[src/rtl/regaddr_pkg.sv]
// regaddr_pkg: shared encodings, defaults and types for the register-address forwarding unit
package regaddr_pkg;
  localparam logic [1:0] RW_RT = 2'd0;
  localparam logic [1:0] RW_RD = 2'd1;
  localparam logic [1:0] RW_LINK = 2'd2;
  localparam int SYS_REG_DEF = 2;
  localparam int LINK_REG_DEF = 31;
  localparam int ENTRY_AW = 5;
  typedef struct packed {
    logic valid;
    logic is_load;
    logic [ENTRY_AW-1:0] rw;
  } stage_entry_t;
  function automatic int fw_width(input int depth);
    return $clog2(depth + 1);
  endfunction
endpackage

[src/rtl/fwd_match.sv]
// fwd_match: priority compare of one read address against tracked stages 1..DEPTH-1
module fwd_match
  import regaddr_pkg::*;
#(
  parameter int REG_AW = 5,
  parameter int DEPTH = 3,
  parameter int FW = fw_width(DEPTH)
) (
  input  logic                    en,
  input  logic [REG_AW-1:0]       addr,
  input  logic [DEPTH-1:0]        valid,
  input  logic [DEPTH*REG_AW-1:0] rws,
  output logic [FW-1:0]           sel
);
  // scan oldest to youngest so the youngest match overwrites
  always_comb begin
    sel = '0;
    for (int k = DEPTH - 1; k >= 1; k--)
      if (en && addr != '0 && valid[k] && rws[k*REG_AW +: REG_AW] == addr) sel = FW'(k);
  end
endmodule

[src/rtl/regaddr_fwd_unit.sv]
// regaddr_fwd_unit: ID register-address select, destination tracking, forwarding selects and load-use stall
module regaddr_fwd_unit
  import regaddr_pkg::*;
#(
  parameter int REG_AW = 5,
  parameter int DATA_W = 32,
  parameter int DEPTH = 3,
  parameter int SYS_REG = SYS_REG_DEF,
  parameter int LINK_REG = LINK_REG_DEF,
  parameter int FW = fw_width(DEPTH)
) (
  input  logic                    clk,
  input  logic                    rst,
  input  logic                    hold,
  input  logic                    flush,
  input  logic                    id_valid,
  input  logic [1:0]              choose_rw,
  input  logic [REG_AW-1:0]       rs,
  input  logic [REG_AW-1:0]       rt,
  input  logic [REG_AW-1:0]       rd,
  input  logic [DATA_W-1:0]       ext5,
  input  logic [DATA_W-1:0]       ext16,
  input  logic                    extu,
  input  logic                    sys,
  input  logic                    uses_rb,
  input  logic                    reg_write,
  input  logic                    is_load,
  output logic [REG_AW-1:0]       ra,
  output logic [REG_AW-1:0]       rb,
  output logic [REG_AW-1:0]       rw,
  output logic [DATA_W-1:0]       ext_out,
  output logic [FW-1:0]           fwd_a,
  output logic [FW-1:0]           fwd_b,
  output logic                    load_use_stall,
  output logic [DEPTH-1:0]        stage_valid,
  output logic [DEPTH*REG_AW-1:0] stage_rw
);
  logic [DEPTH-1:0] st_load;
  logic [REG_AW-1:0] rw0;
  logic adv;
  always_comb begin
    ra = sys ? REG_AW'(SYS_REG) : (extu ? rt : rs);
    rb = rt;
    rw = choose_rw == RW_LINK ? REG_AW'(LINK_REG) : (choose_rw == RW_RD ? rd : rt);
    ext_out = extu ? ext5 : ext16;
    rw0 = stage_rw[REG_AW-1:0];
    load_use_stall = id_valid & ~flush & stage_valid[0] & st_load[0] &
                     (rw0 == ra | (uses_rb & rw0 == rb));
    adv = id_valid & ~flush & ~load_use_stall;
  end
  always_ff @(posedge clk)
    if (rst) begin
      stage_valid <= '0;
      st_load <= '0;
      stage_rw <= '0;
    end else if (!hold) begin
      stage_valid <= {stage_valid[DEPTH-2:0], adv & reg_write & (rw != '0)};
      st_load <= {st_load[DEPTH-2:0], adv & is_load};
      stage_rw <= {stage_rw[(DEPTH-1)*REG_AW-1:0], adv ? rw : REG_AW'(0)};
    end
  fwd_match #(.REG_AW(REG_AW), .DEPTH(DEPTH), .FW(FW)) u_fwd_a (
    .en(1'b1), .addr(ra), .valid(stage_valid), .rws(stage_rw), .sel(fwd_a)
  );
  fwd_match #(.REG_AW(REG_AW), .DEPTH(DEPTH), .FW(FW)) u_fwd_b (
    .en(uses_rb), .addr(rb), .valid(stage_valid), .rws(stage_rw), .sel(fwd_b)
  );
endmodule

[config.mk]
export PLATFORM = sky130hd
export DESIGN_NAME = regaddr_fwd_unit
export DESIGN_NICKNAME = d
export VERILOG_FILES = /design/src/rtl/regaddr_pkg.sv /design/src/rtl/fwd_match.sv /design/src/rtl/regaddr_fwd_unit.sv
export SDC_FILE = /design/constraint.sdc
export NUM_CORES = 1
export LEC_CHECK = 0
export BUFFER_PORTS_ARGS = -buffer_cell sky130_fd_sc_hd__buf_2
export CORE_MARGIN = 2
export CORE_UTILIZATION = 33
export DETAILED_ROUTE_END_ITERATION = 7
export PLACE_DENSITY = 0.72
export SLEW_MARGIN = 20
export SYNTH_ARGS = -nofsm -noshare
export SYNTH_HDL_FRONTEND = slang
export SYNTH_SLANG_ARGS = --single-unit
[constraint.sdc]
create_clock -name clk -period 2.15 [get_ports clk]
set_clock_uncertainty 0.05 [all_clocks]
set_input_delay 0 -clock clk [delete_from_list [all_inputs] [get_ports clk]]
set_output_delay 0 -clock clk [all_outputs]
set_load 0.03 [all_outputs]
==> results of run 1 <==
## metal layers
| metal | share of wire, % | vias up | routed length, microns |
|---|---|---|---|
| li1 | - | 1044 | - |
| met1 | 39 | 986 | 2631 |
| met2 | 53 | 104 | 3609 |
| met3 | 7.1 | 9 | 480 |
| met4 | 1.1 | 0 | 72 |
| met5 | 0 | - | 0 |
## worst register-to-register path: cells and delay by family, from the launching register on
family | cells | cell delay [ns]
compound gates | 1 | 0.11
flops | 1 | 0.36
simple gates | 3 | 1.15
## how the worst max path moves through the flow
stage,cells after the start,from,end
finish,5,stage_rw[1],load_use_stall
global route,5,stage_rw[1],load_use_stall
CTS,5,stage_rw[1],load_use_stall
detailed placement,7,extu,fwd_a[1]
global placement,7,extu,fwd_a[1]
floorplan,6,rt[2],load_use_stall
## cells in the final DEF, fill, tap and decap left out, drive strengths merged, types with 5 or more instances in the layout
master and count:
buf 163, dfxtp 19, inv 9, mux2 34
mux2i 17, nand2 11, nand4 5, nor2 19
o21ai 6, o22ai 5, o31ai 7, xnor2 8
xor2 14
## state kept, by name, indices dropped and copies added, names as in the netlist
name	count
st_load	1
stage_rw	15
stage_valid	3
## what timing repair did
action,in CTS,in global routing
hold endpoints to repair,2,0
endpoints found under the setup margin,0,2
hold buffers,2,0
gates resized for setup,0,3
## report_power, final
part | internal [uW] | switching, uW
Combinational | 209 | 322
Clock | 132 | 129
Sequential | 359 | 11.5
Total | 699 | 462
## per-stage QoR
step	instances	hold WS (ns)	power [uW]	setup WS, ns	utilization (%)
5_1_grt	429	0.05272	1212	-0.01030	51.86
3_5_place_dp	423	0.2065	902.6	0.1944	50.44
6_report	429	0.03257	1162	0.09035	51.86
4_1_cts	429	0.03467	1158	0.07974	51.69
3_3_place_gp	423	0.1977	894.9	0.3174	50.44
2_1_floorplan	209	0.02238	723.9	0.02765	-
## synthesized netlist by cell type (4+ instances only)
cell type / n / area [sq um]
mux2i_1: 17 / 170.2
nand4_1: 5 / 31.28
nor2_1: 19 / 71.32
buf_4: 6 / 45.04
o21ai_0: 6 / 30.03
dfxtp_1: 19 / 380.4
nor4_1: 4 / 25.02
clkbuf_1: 9 / 33.78
o22ai_1: 5 / 31.28
o31ai_1: 6 / 45.04
or3_1: 4 / 25.02
mux2_2: 34 / 382.9
inv_1: 9 / 33.78
xnor2_1: 8 / 70.07
nor3_1: 4 / 20.02
nand2_1: 11 / 41.29
xor2_1: 14 / 122.6
## cell type report
cell class	instances	share of cell area, %
repair buffers	165	31.44
multi-input cells	162	48.09
flip-flops and latches	19	14.27
inverters	9	1.259
well taps	70	3.265
clock buffers	4	1.679
## cells by family (layout without fill, tap and decap cells)
logic type             Yosys count  after routing  share of synthesized area, %
buffers and inverters           28            178                         7.664
AO/OA/AOI/OAI                   29             29                         11.78
flip-flops                      19             19                         21.18
XOR/XNOR                        22             22                         10.73
multiplexers                    51             51                         30.80
AND/OR/NAND/NOR                 60             60                         17.84
==> impl_results.rst, run 1 <==
.. list-table::
   :header-rows: 1

   * - Metric
     - Value
   * - Primary FF master, synth
     - dfxtp_1
   * - Final-layout setup total negative slack
     - 0 ns
   * - Layout net count
     - 451
   * - Starting density of the core
     - 34.71%
   * - Number of distinct library cell variants in the gate-level netlist after synthesis
     - 40
   * - Minimum clock period
     - 2.060 ns
   * - CP Data Arrival Time
     - 2.01 ns
   * - Area used by multi-input combinational logic
     - ~1300 sq um
   * - Initial antenna violation count
     - 0
   * - Worst reg-to-reg path cell count
     - 4
   * - Post-detailed-placement half-perimeter wirelength
     - 5.453 mm
   * - Post-synthesis net count
     - 300
   * - Number of hold-slack violations in the final timing report
     - 0
   * - Final Max Slew Viols
     - 0
   * - Crit Path Max Fanout
     - 6
   * - Run status
     - completed
   * - Post-CTS Repair Setup Buffers
     - 0
   * - Maximum clock insertion buffer count
     - 2
   * - Seq/Total Area, Yosys
     - approximately a fifth
   * - Worst Hold Path EP
     - stage_rw[5]
   * - Share of final-layout standard cells stronger than drive strength 1
     - 58.50%
   * - Port Buf Inserts
     - between 150 and 200
   * - DR WL/cell
     - about 16 microns
   * - Clock input transition at the sequential cells of the worst setup and hold paths
     - 0.08 ns
   * - Via count of the first global-routing pass
     - 2053
   * - Global placer's final weighted congestion
     - between 0.9 and 1
   * - Synthesized instance count
     - 209
   * - Area overhead of the layout relative to synthesis
     - 49.41%
   * - Longest individual stage delay on the worst path
     - 0.54 ns
   * - Overall overflow remaining after global route
     - 0
   * - Leakage
     - 0.001382 uW
   * - Max stage delay cell, worst path
     - or4b_4
   * - Met1 usage in global routing
     - about a quarter
   * - Number of synthesized flops with an enable pin
     - 0
   * - Instance area after placement
     - 2609 sq um
   * - Register-to-register setup slack
     - 0.36 ns
   * - Actual slew at the worst max-slew pin
     - 0.5260 ns
   * - I/O pin cnt
     - 161
   * - CP cell instances
     - and3_1, or4b_4, or3_1, a21boi_1, buf_2
   * - Clock latency reported for the late side of the worst-skew pair
     - 0.26 ns
   * - Average via count per standard cell
     - 4.995
   * - Horizontal die dimension
     - between 70 and 80 microns
   * - Avg Synthesized Cell Area
     - 8.591 sq um
   * - Num CTS Buffers
     - 3
   * - Wire length after detailed routing
     - 6.793 mm
   * - Die area
     - 6047 sq um
   * - Maximum frequency from static timing analysis
     - 485.5 MHz
   * - Die Ht
     - 77.76 microns
   * - Worst path required time
     - 2.10 ns
   * - Worst reg2reg startpoint
     - stage_rw[1]
   * - Max_cap viols
     - 0
   * - Most Crowded Layer GR
     - met2
   * - Cell area after layout
     - 2683 sq um
   * - Area of the core region
     - 5172 sq um
   * - Worst min path class
     - in -> reg
   * - TritonCTS clock tree
     - done
   * - Seq. cell area
     - 382.9 sq um
   * - Largest delay contributor family on the critical path
     - simple AND/OR/NAND/NOR gates
   * - Worst setup EP type
     - primary output
   * - Number of placement rows
     - 26
   * - Endpoint of the most critical register-to-register path
     - stage_valid[0]
   * - GRT Total Usage
     - a little over a fifth
   * - Power density over the cells
     - between 400 and 500 nW/um^2
   * - 1st-pass router iterations
     - 4
   * - Met2 demand-to-capacity share in global routing
     - around 40%
   * - Headroom to the max-slew limit
     - 64.47%
   * - Maximum number of pins on one net before global-route repair
     - 33
   * - Min-delay src
     - rst
   * - Final Cycle Share
     - 95.80%
   * - CTS H-Tree Depth
     - 1
   * - Depth of the worst hold-timing path
     - 2
   * - VDD IR max
     - around 360 uV
   * - Fill cells
     - 502
   * - Number of sinks handled by clock tree synthesis
     - 19
   * - Via count
     - 2143
   * - Post-synthesis async set-or-reset flop share
     - 0%
   * - First-pass GRT wire length
     - 10.19 mm
   * - Clk root buf
     - clkbuf_8
   * - Remaining antenna violation count
     - 0
   * - Bufs and invs on worst path
     - 1
   * - Total inserted antenna cells
     - 0
   * - Total of warnings raised by yosys
     - 0
   * - Flip-flop and latch count after synthesis
     - 19
   * - Post-synth design cell area
     - 1795 sq um
   * - Starting DRC count in detailed routing
     - 53
   * - Element type at the critical path start
     - flop
   * - Met3 Resource Use GR
     - under 10%
   * - Critical path class
     - reg -> out
   * - Setup violations, final
     - 0
   * - Number of DRC violations after detailed routing
     - 0
(Power assumes the default switching activity.)
==> run 2: changes to the inputs <==
--- a/config.mk
+++ b/config.mk
@@ -8,9 +8,11 @@
 export BUFFER_PORTS_ARGS = -buffer_cell sky130_fd_sc_hd__buf_2
 export CORE_MARGIN = 2
 export CORE_UTILIZATION = 33
+export CTS_BUF_LIST = sky130_fd_sc_hd__clkbuf_4 sky130_fd_sc_hd__clkbuf_8
 export DETAILED_ROUTE_END_ITERATION = 7
-export PLACE_DENSITY = 0.72
+export PLACE_DENSITY_LB_ADDON = 0.08
 export SLEW_MARGIN = 20
 export SYNTH_ARGS = -nofsm -noshare
 export SYNTH_HDL_FRONTEND = slang
+export SYNTH_HIERARCHICAL = 1
 export SYNTH_SLANG_ARGS = --single-unit
==> run 2 against run 1 <==
Net effect:
- worst hold slack lost 0.0039 ns
- sequential power is essentially flat
- synthesized cell count shrank 11%
- die area shrank 2.6%
- critical endpoint unchanged
- routed wire length shrank 10%
- flip-flop and latch count is the same
- largest cell class unchanged
- via count shrank 7.5%
- global-route usage shrank 0.94 points
- clock power shrank 4%
- first-iteration DRC count shrank 5.7%
- core utilization grew 0.81 points
==> impl_results.rst, run 2 <==
.. list-table::
   :header-rows: 1

   * - Metric
     - Value
   * - Run status
     - completed
   * - Area overhead of the layout relative to synthesis
     - 54.12%
   * - Synthesized instance count
     - 187
   * - Number of sinks handled by clock tree synthesis
     - 19
   * - Endpoint of the most critical register-to-register path
     - stage_valid[0]
   * - Depth of the worst hold-timing path
     - 2
   * - Via count of the first global-routing pass
     - 1893
   * - Num CTS Buffers
     - 3
   * - Wire length after detailed routing
     - 6.102 mm
   * - Seq/Total Area, Yosys
     - 21.79%
   * - I/O pin cnt
     - 161
   * - Largest register by flop count
     - stage_rw
   * - TritonCTS clock tree
     - done
   * - CTS H-Tree Depth
     - 1
   * - Register-to-register setup slack
     - about 0.23 ns
   * - Commonest non-fill, non-tap cell in the layout
     - buf_2
   * - RSZ-0062 raised after global routing
     - false
   * - Share of final-layout standard cells stronger than drive strength 1
     - between 60% and 70%
   * - Overall overflow remaining after global route
     - 0
   * - Worst reg-to-reg path cell count
     - 4
   * - Die area
     - 5887 sq um
   * - Max FFs per register
     - 15
   * - Leakage
     - 0.001356 uW
   * - Starting density of the core
     - 34.17%
   * - Post-synth design cell area
     - ~1700 sq um
   * - Post-detailed-placement half-perimeter wirelength
     - approximately 5.2 mm
   * - Library cell with the highest instance count after synthesis
     - mux2_2
   * - Number of distinct library cell variants in the gate-level netlist after synthesis
     - 37
   * - Remaining antenna violation count
     - 0
   * - Maximum frequency from static timing analysis
     - 484.1 MHz
   * - Initial antenna violation count
     - 0
   * - Number of DRC violations after detailed routing
     - 0
   * - Largest area contributor in the netlist
     - mux2_2
   * - Port Buf Inserts
     - 160
   * - Horizontal die dimension
     - 76.73 microns
   * - Max_cap viols
     - 0
   * - Minimum clock period
     - 2.066 ns
   * - Worst reg2reg startpoint
     - stage_rw[1]
   * - Min-delay src
     - rst
   * - Average via count per standard cell
     - between 4 and 5
   * - Worst path required time
     - 2.10 ns
   * - Flip-flop and latch count after synthesis
     - 19
   * - Placed cell count
     - 410
   * - Clock latency reported for the late side of the worst-skew pair
     - ~0.26 ns
   * - Top area cells in the synthesized netlist
     - mux2_2 (24%), dfxtp_1 (22%), mux2i_1 (9.2%)
   * - Setup violations, final
     - 0
   * - Starting DRC count in detailed routing
     - 50
   * - Crit Path Max Fanout
     - 6
   * - Layout net count
     - 438
   * - Worst Hold Path EP
     - stage_rw[7]
   * - Top library cells by usage in the layout, fill and taps aside
     - buf_2 (159), mux2_2 (37), dfxtp_1 (19), nor2_1 (18), mux2i_1 (16)
   * - Final-layout setup total negative slack
     - 0 ns
   * - Total of warnings raised by yosys
     - 6
   * - Final Non-Filler Cells
     - between 400 and 500
   * - Worst setup EP type
     - primary output
   * - Clock input transition at the sequential cells of the worst setup and hold paths
     - 0.07 ns
   * - Avg Synthesized Cell Area
     - 9.334 sq um
   * - Largest registers in the final layout
     - stage_rw x15, stage_valid x3, st_load x1
   * - Maximum clock insertion buffer count
     - 2
   * - GRT Total Usage
     - 19.94%
   * - Number of synthesized flops with an enable pin
     - 0
   * - Number of hold-slack violations in the final timing report
     - 0
   * - Via count
     - 1983
   * - Primary FF master, synth
     - dfxtp_1
   * - Clk root buf
     - clkbuf_8
   * - DR WL/cell
     - 14.67 microns
   * - Global placer's final weighted congestion
     - 0.8010
   * - Share of the synthesized area in the top cell type
     - a little under a quarter
   * - Maximum number of pins on one net before global-route repair
     - 33
   * - Worst min path class
     - in -> reg
   * - Number of placement rows
     - 26
   * - Final Max Slew Viols
     - 0
   * - Element type at the critical path start
     - flop
   * - Post-synthesis net count
     - approximately 280
   * - First-pass GRT wire length
     - about 9.5 mm
   * - Total inserted antenna cells
     - 0
   * - Die Ht
     - roughly 77 microns
   * - Slack of the critical path
     - 0.08434 ns
   * - 1st-pass router iterations
     - 4
   * - Minimum hold slack
     - 0.02862 ns
   * - Critical path class
     - reg -> out
   * - CP Data Arrival Time
     - just over 2 ns
   * - Post-synthesis async set-or-reset flop share
     - 0%
   * - VDD IR max
     - 188.1 uV
   * - Final Cycle Share
     - 96.08%
   * - Worst slack at placement
     - ~0.11 ns
   * - Area of the core region
     - between 5000 and 6000 sq um
   * - Power density over the cells
     - 425.7 nW/um^2
   * - Most used standard cells in the synthesized netlist
     - mux2_2 (37), dfxtp_1 (19), nor2_1 (18)
run 2: worst max path at each step:
stage / to / startpoint
2_1_floorplan: fwd_a[1] / extu
3_3_place_gp: fwd_a[1] / extu
3_5_place_dp: fwd_a[1] / extu
4_1_cts: load_use_stall / stage_rw[1]
5_1_grt: load_use_stall / stage_rw[1]
6_report: load_use_stall / stage_rw[1]
run 2: report_power, final:
part	switching [uW]	internal [uW]
combinational	307	219
clock	122	129
sequential	10.8	358
run 2: layout make-up:
class / instances / area [sq um]
fillers: 519 / 2417
multi-input cells: 153 / 1292
well taps: 70 / 87.58
repair buffers: 170 / 883.3
flip-flops and latches: 19 / 380.4
clock buffers: 3 / 41.29
clock inverters: 1 / 5.005
run 2: logic make-up (layout without fill, tap and decap cells):
| family | count (synthesis) | after routing | share of synthesized area (%) |
|---|---|---|---|
| flip-flops | 19 | 19 | 21.79 |
| AND/OR/NAND/NOR | 50 | 50 | 16.20 |
| buffers and inverters | 15 | 174 | 4.731 |
| other | 1 | 1 | 0.2148 |
| multiplexers | 54 | 54 | 33.91 |
| XOR/XNOR | 26 | 26 | 13.05 |
| AO/OA/AOI/OAI | 22 | 22 | 10.11 |
run 2: through the flow:
step	utilization [%]	instance area, sq um	power (uW)
CTS	52.55	2684	1157
floorplan	-	1752	712.7
finish	52.67	2690	1145
detailed placement	51.25	2618	902.4
global placement	51.25	2618	900.5
global route	52.67	2690	1200
run 2: critical path, cell delays in order, from the launching register on:
cell and delay [ns]:
dfxtp_1 0.37, or3_1 0.40, and2_1 0.16, or4b_1 0.51
a21oi_2 0.15, buf_4 0.18
run 2: what timing repair did:
item / CTS / global route
gates resized for setup: 0 / 3
endpoints found under the hold margin: 2 / 0
setup buffers: 0 / 0
endpoints found under the setup margin: 0 / 1
hold buffers: 2 / 0
run 2: layer usage:
layer / vias up / share of wire [%] / GRT usage (%)
li1: 1000 / - / -
met1: 895 / 42 / 24.06
met2: 84 / 51 / 36.84
met3: 4 / 6.3 / 2.824
met4: 0 / 0.82 / 4.909
met5: - / 0 / 0
